==> src/rtl/gf_reduce_seq.sv <==
// ---------------------------------------------------------------------------
// gf_reduce_seq
//
// Sequential GF(2^m) modular reduction stage. Takes a 2*DATA_WIDTH-bit
// carry-less product and reduces it modulo P = x^DATA_WIDTH + in_poly,
// clearing one product bit per clock from the top down. DATA_WIDTH cycles
// after a request is accepted the remainder appears on out_rem together
// with a one-cycle out_done pulse.
//
// Ports:
//   clk       rising-edge system clock
//   rst       synchronous, active-high reset
//   in_start  request, accepted only while out_busy is low
//   in_prod   2*DATA_WIDTH-bit carry-less product, captured on accept
//   in_poly   low coefficients of P (leading 1 implicit), captured on accept
//   out_busy  high while a reduction is running
//   out_done  one-cycle pulse when out_rem has been updated
//   out_rem   in_prod mod P, held until the next completion
// ---------------------------------------------------------------------------
module gf_reduce_seq #(
    parameter int DATA_WIDTH = 32
) (
    input  logic                    clk,
    input  logic                    rst,
    input  logic                    in_start,
    input  logic [2*DATA_WIDTH-1:0] in_prod,
    input  logic [DATA_WIDTH-1:0]   in_poly,
    output logic                    out_busy,
    output logic                    out_done,
    output logic [DATA_WIDTH-1:0]   out_rem
);

    localparam int PW = 2 * DATA_WIDTH;
    localparam int CW = $clog2(DATA_WIDTH) + 1;
    localparam logic [CW-1:0] LAST_CNT = CW'(DATA_WIDTH - 1);

    typedef enum logic [1:0] {
        IDLE,
        RUN,
        DONE
    } state_t;

    state_t                state_q;
    state_t                state_d;
    logic [PW-1:0]         r_q;
    logic [PW-1:0]         r_next;
    logic [PW-1:0]         lead_mask;
    logic [PW-1:0]         poly_sh;
    logic [DATA_WIDTH-1:0] poly_q;
    logic [DATA_WIDTH-1:0] rem_q;
    logic [CW-1:0]         cnt_q;
    logic                  accept;
    logic                  finish;
    logic                  lead_set;

    // The bit under examination is i = PW-1-cnt. Aligning the full
    // polynomial {1,poly} so its leading 1 sits on bit i means shifting it
    // by i-DATA_WIDTH = DATA_WIDTH-1-cnt; the XOR then clears bit i and
    // only disturbs bits i..i-DATA_WIDTH.
    assign lead_mask = {1'b1, {(PW-1){1'b0}}} >> cnt_q;
    assign poly_sh   = {{(DATA_WIDTH-1){1'b0}}, 1'b1, poly_q} << (LAST_CNT - cnt_q);
    assign lead_set  = |(r_q & lead_mask);
    assign r_next    = lead_set ? (r_q ^ poly_sh) : r_q;
    assign out_rem   = rem_q;

    // State register.
    always_ff @(posedge clk) begin
        if (rst) begin
            state_q <= IDLE;
        end else begin
            state_q <= state_d;
        end
    end

    // Next-state and handshake decode. DONE may accept a new request in
    // the same cycle so that a held in_start gives back-to-back operation.
    always_comb begin
        state_d  = state_q;
        out_busy = 1'b0;
        out_done = 1'b0;
        accept   = 1'b0;
        finish   = 1'b0;
        case (state_q)
            IDLE: begin
                if (in_start) begin
                    accept  = 1'b1;
                    state_d = RUN;
                end
            end
            RUN: begin
                out_busy = 1'b1;
                if (cnt_q == LAST_CNT) begin
                    finish  = 1'b1;
                    state_d = DONE;
                end
            end
            DONE: begin
                out_done = 1'b1;
                if (in_start) begin
                    accept  = 1'b1;
                    state_d = RUN;
                end else begin
                    state_d = IDLE;
                end
            end
            default: begin
                state_d = IDLE;
            end
        endcase
    end

    // Datapath: capture operands on accept, clear one product bit per RUN
    // cycle, and publish the low half of the working register on the last
    // iteration. Requests seen while running never reach this block
    // because accept is only raised in IDLE or DONE.
    always_ff @(posedge clk) begin
        if (rst) begin
            r_q    <= '0;
            poly_q <= '0;
            cnt_q  <= '0;
            rem_q  <= '0;
        end else if (accept) begin
            r_q    <= in_prod;
            poly_q <= in_poly;
            cnt_q  <= '0;
        end else if (state_q == RUN) begin
            r_q   <= r_next;
            cnt_q <= cnt_q + CW'(1);
            if (finish) begin
                rem_q <= r_next[DATA_WIDTH-1:0];
            end
        end
    end

endmodule
==> config.mk <==
export PLATFORM = sky130hd
export DESIGN_NAME = gf_reduce_seq
export DESIGN_NICKNAME = d
export VERILOG_FILES = /design/src/rtl/gf_reduce_seq.sv
export SDC_FILE = /design/constraint.sdc
export NUM_CORES = 1
export LEC_CHECK = 0
export CAP_MARGIN = 20
export CORE_ASPECT_RATIO = 0.9
export CORE_MARGIN = 2
export CORE_UTILIZATION = 55
export DETAILED_ROUTE_END_ITERATION = 12
export PLACE_DENSITY = 0.81
export SLEW_MARGIN = 20
export SYNTH_ARGS = -nofsm -noshare
export SYNTH_HDL_FRONTEND = slang
export SYNTH_SLANG_ARGS = --single-unit
==> constraint.sdc <==
create_clock -name clk -period 7.1 [get_ports clk]
set_input_delay 1.775 -clock clk [delete_from_list [all_inputs] [get_ports clk]]
set_output_delay 1.775 -clock clk [all_outputs]
set_load 0.005 [all_outputs]
==> impl_summary.txt <==
----------------------------------------------------
[Status]
  Outcome ... finished clean

[Global routing]
  GRT Resource Usage Total ... 33.5%
  Pin count of the biggest net entering global routing ... 99
  Final global-route overflow total ... 0
  Number of antenna violations at the first check in global routing ... 0
  Vias in the first global route ... 8467
  First-pass GRT wire length ... 47300 um

[Yosys]
  Cell types occupying the most area after synthesis ... sky130_fd_sc_hd__dfxtp_1 30%, sky130_fd_sc_hd__mux4_2 7.7%, sky130_fd_sc_hd__a21oi_1 6.4%, sky130_fd_sc_hd__nand2_1 5.4%, sky130_fd_sc_hd__mux2i_1 3.8%
  Distinct cells, synth ... 74
  Average cell area after synthesis ... 8.46 um^2
  Cells after synthesis ... 1077
  Fraction of synthesized cell area taken by the top area cell type ... 29.9%
  Number of storage elements in the synthesis netlist ... 136
  Top FF cell, synth ... sky130_fd_sc_hd__dfxtp_1
  Yosys Warn Count ... 0
  Syn_nets ... 1182
  Share of the yosys chip area belonging to registers ... 29.9%
  Number of synthesized flops with an enable pin ... 0
  Post-synthesis async set-or-reset flop share ... 0%
  Synth Cell Area ... 0.00911 mm^2
  Post-synth top area cell ... sky130_fd_sc_hd__dfxtp_1

[Floorplanning]
  Core outline area ... 0.0162 mm^2
  Row count ... 44
  Starting density of the core ... 56.3%
  Floorplan die area ... 0.0176 mm^2
  Boundary pin count ... 133
  Chip Height ... 126 um
  Die Wd ... 140 um

[Critical path]
  Maximum net fanout on the critical path ... 50
  Slowest-stage cell, CP ... sky130_fd_sc_hd__and2_1
  Stage delay of the slowest cell on the critical path ... 760 ps
  Sort of element at the end of the critical path ... flop
  Most frequent cell on the critical path ... sky130_fd_sc_hd__buf_4
  Launching element type of the critical path ... flop
  CP Cell Sequence ... buf_4, inv_1, ha_1, a222oi_1, mux2i_1, a221oi_1, o311ai_2, o211ai_4, and2_1, buf_4, o21ai_1, a311o_1
  Arrival time of data at the critical path endpoint ... 4940 ps
  Data required time of the worst path ... 7420 ps
  Critical path class ... reg -> reg

[Power]
  PD cells ... 191 mW/mm^2
  IR drop worst, VDD ... 0.000176 V
  Leakage Power ... 3.57 nW

[Layout]
  Syn-to-layout area delta ... 19.3%
  Combined flip-flop and latch cell area ... 0.00273 mm^2
  Final instance area ... 0.0109 mm^2
  Antenna diodes ... 0
  Highest-count cells in the layout ignoring fill and taps ... 133 x sky130_fd_sc_hd__dfxtp_1, 131 x sky130_fd_sc_hd__clkdlybuf4s50_1, 130 x sky130_fd_sc_hd__nand2_1
  Nets ... 1251
  Fraction of layout instances using a drive strength above 1 ... 11.2%
  Most frequent standard cell in the layout excluding fill and tap cells ... sky130_fd_sc_hd__dfxtp_1
  Fin cells ... 1366
  Filler Cells Inserted ... 1385
  Area taken by multi-input logic gates ... 0.00583 mm^2

[Route]
  Number of detailed-route iterations in the first pass ... 8
  Total via count after detailed routing ... 9160
  Initial DRC Count ... 1413
  Per-cell routed wire length ... 21.8 um
  Post-detailed-route via-to-cell ratio ... 6.71
  Post-route DRC violation count ... 0
  DRT antenna net count ... 0
  Total detailed-routing wirelength ... 29800 um

[Clock network]
  Post-CTS resize count ... 0
  H-tree levels ... 4
  Post-CTS setup buffer count ... 0
  TritonCTS clock tree ... done
  Clk root buf ... sky130_fd_sc_hd__clkbuf_16
  Max Root-Sink Buffers ... 2
  Sinks on the clock net ... 136
  Clock transition at the register clock pins on the worst setup and hold paths after CTS ... 60 ps
  Skew-Pair Late Insertion Delay ... 440 ps
  Num CTS Buffers ... 17
  Count of hold buffers inserted by post-cts repair ... 0

[Timing]
  Maximum achievable frequency ... 216 MHz
  Transition time at the pin with the least slew margin ... 1090 ps
  Setup repair after global routing missed its margin ... no
  Final hold viol count ... 0
  Post-route clock period utilization ... 65.1%
  Rel. slew slack ... 27.3%
  Post-route minimum period ... 4630 ps
  Final setup violation count ... 0
  Post-Route Setup TNS ... 0 ps
  WHS ... 476 ps
  Worst clock skew ... 11.5 ps
  Worst path setup slack after routing ... 2470 ps
  Number of slew-limit violations in the final report ... 0

[Min path]
  HP Class ... reg -> reg

[Job]
  Max-cap violations ... 0

[Placed design]
  Pre-CTS setup slack ... 2620 ps
  Total placed instance area ... 0.0103 mm^2
  Placed cell count ... 1334
  Final weighted congestion in routability-driven placement ... 1.04
  Sum of net half-perimeters after detailed placement ... 20700 um
  Port bufs ... 132

----------------------------------------------------
## state kept, by name, indices dropped and copies added, names as in the netlist
register,count
poly_q,32
cnt_q,6
state_q,2
r_q,64
out_rem,32
## layer usage
metal | wire length [um] | track usage (%) | vias to the layer above
li1 | - | - | 4249
met1 | 12600 | 46.6 | 4291
met2 | 13100 | 50.1 | 555
met3 | 3190 | 9.43 | 65
met4 | 879 | 12.2 | 0
met5 | 0 | 0 | -
## layout make-up
class / instances / share of cell area [%]
multi-input cells: 832 / 53.7
flip-flops and latches: 136 / 25.1
repair buffers: 150 / 13.4
clock buffers: 17 / 3.92
well taps: 207 / 2.38
clock inverters: 15 / 1.24
inverters: 9 / 0.311
## cells in the mapped netlist (6+ instances only)
master,number
sky130_fd_sc_hd__o21ai_1,9
sky130_fd_sc_hd__nor2b_1,7
sky130_fd_sc_hd__nand2b_1,17
sky130_fd_sc_hd__buf_6,10
sky130_fd_sc_hd__o211ai_1,22
sky130_fd_sc_hd__a32oi_1,18
sky130_fd_sc_hd__nand2_1,130
sky130_fd_sc_hd__nor2_1,39
sky130_fd_sc_hd__xor2_1,15
sky130_fd_sc_hd__a31oi_1,26
sky130_fd_sc_hd__a22oi_1,34
sky130_fd_sc_hd__buf_2,21
sky130_fd_sc_hd__mux2i_1,35
sky130_fd_sc_hd__and3_1,10
sky130_fd_sc_hd__buf_1,7
sky130_fd_sc_hd__o22ai_1,26
sky130_fd_sc_hd__or3_1,19
sky130_fd_sc_hd__clkbuf_1,55
sky130_fd_sc_hd__nor3_1,35
sky130_fd_sc_hd__xnor2_1,20
sky130_fd_sc_hd__mux4_2,31
sky130_fd_sc_hd__a32o_1,7
sky130_fd_sc_hd__a211oi_1,12
sky130_fd_sc_hd__a21oi_1,117
sky130_fd_sc_hd__ha_1,6
sky130_fd_sc_hd__mux2_2,27
sky130_fd_sc_hd__o21ai_0,55
sky130_fd_sc_hd__inv_1,7
sky130_fd_sc_hd__nand3_1,27
sky130_fd_sc_hd__o31a_1,9
sky130_fd_sc_hd__dfxtp_1,136
## worst max-delay path: cells and delay by family (launching register included)
| kind | cells | cell delay [ps] |
|---|---|---|
| multiplexers | 1 | 140 |
| adder cells (fa/ha/maj) | 1 | 470 |
| AO/OA/AOI/OAI | 6 | 1650 |
| buffers and inverters | 3 | 1150 |
| flip-flops | 1 | 330 |
| AND/OR/NAND/NOR | 1 | 760 |
## worst paths after layout
path | cells after the start | slack [ps] | startpoint | end
max | 12 | 2470 | cnt_q[1] | r_q[46]
min reg2reg | 2 | 480 | cnt_q[1] | cnt_q[1]
max reg2reg | 12 | 2470 | cnt_q[1] | r_q[46]
min | 2 | 480 | cnt_q[1] | cnt_q[1]
## cell families (layout without fill, tap and decap cells)
kind of cell	after synthesis	in the layout	share of synthesized area, %
AO/OA/AOI/OAI	383	383	27.7
AND/OR/NAND/NOR	310	310	16.2
flip-flops	136	136	29.9
buffers and inverters	109	191	6.17
multiplexers	98	98	15.9
XOR/XNOR	35	35	3.37
adder cells (fa/ha/maj)	6	6	0.824
## metrics by stage
step	utilization [%]	total power, mW
after floorplan	-	1.09
after global placement	63.6	1.21
after detailed placement	63.7	1.22
after CTS	67.1	2.06
after global routing	67.1	2.14
final	67.1	2.07
## where the power goes
group	internal, mW	total (mW)	switching [mW]
Clock	0.461	0.858	0.397
Combinational	0.166	0.365	0.198
Sequential	0.801	0.850	0.0486
Total	1.43	2.07	0.644
No activity file was read; power rests on OpenSTA's default activity.
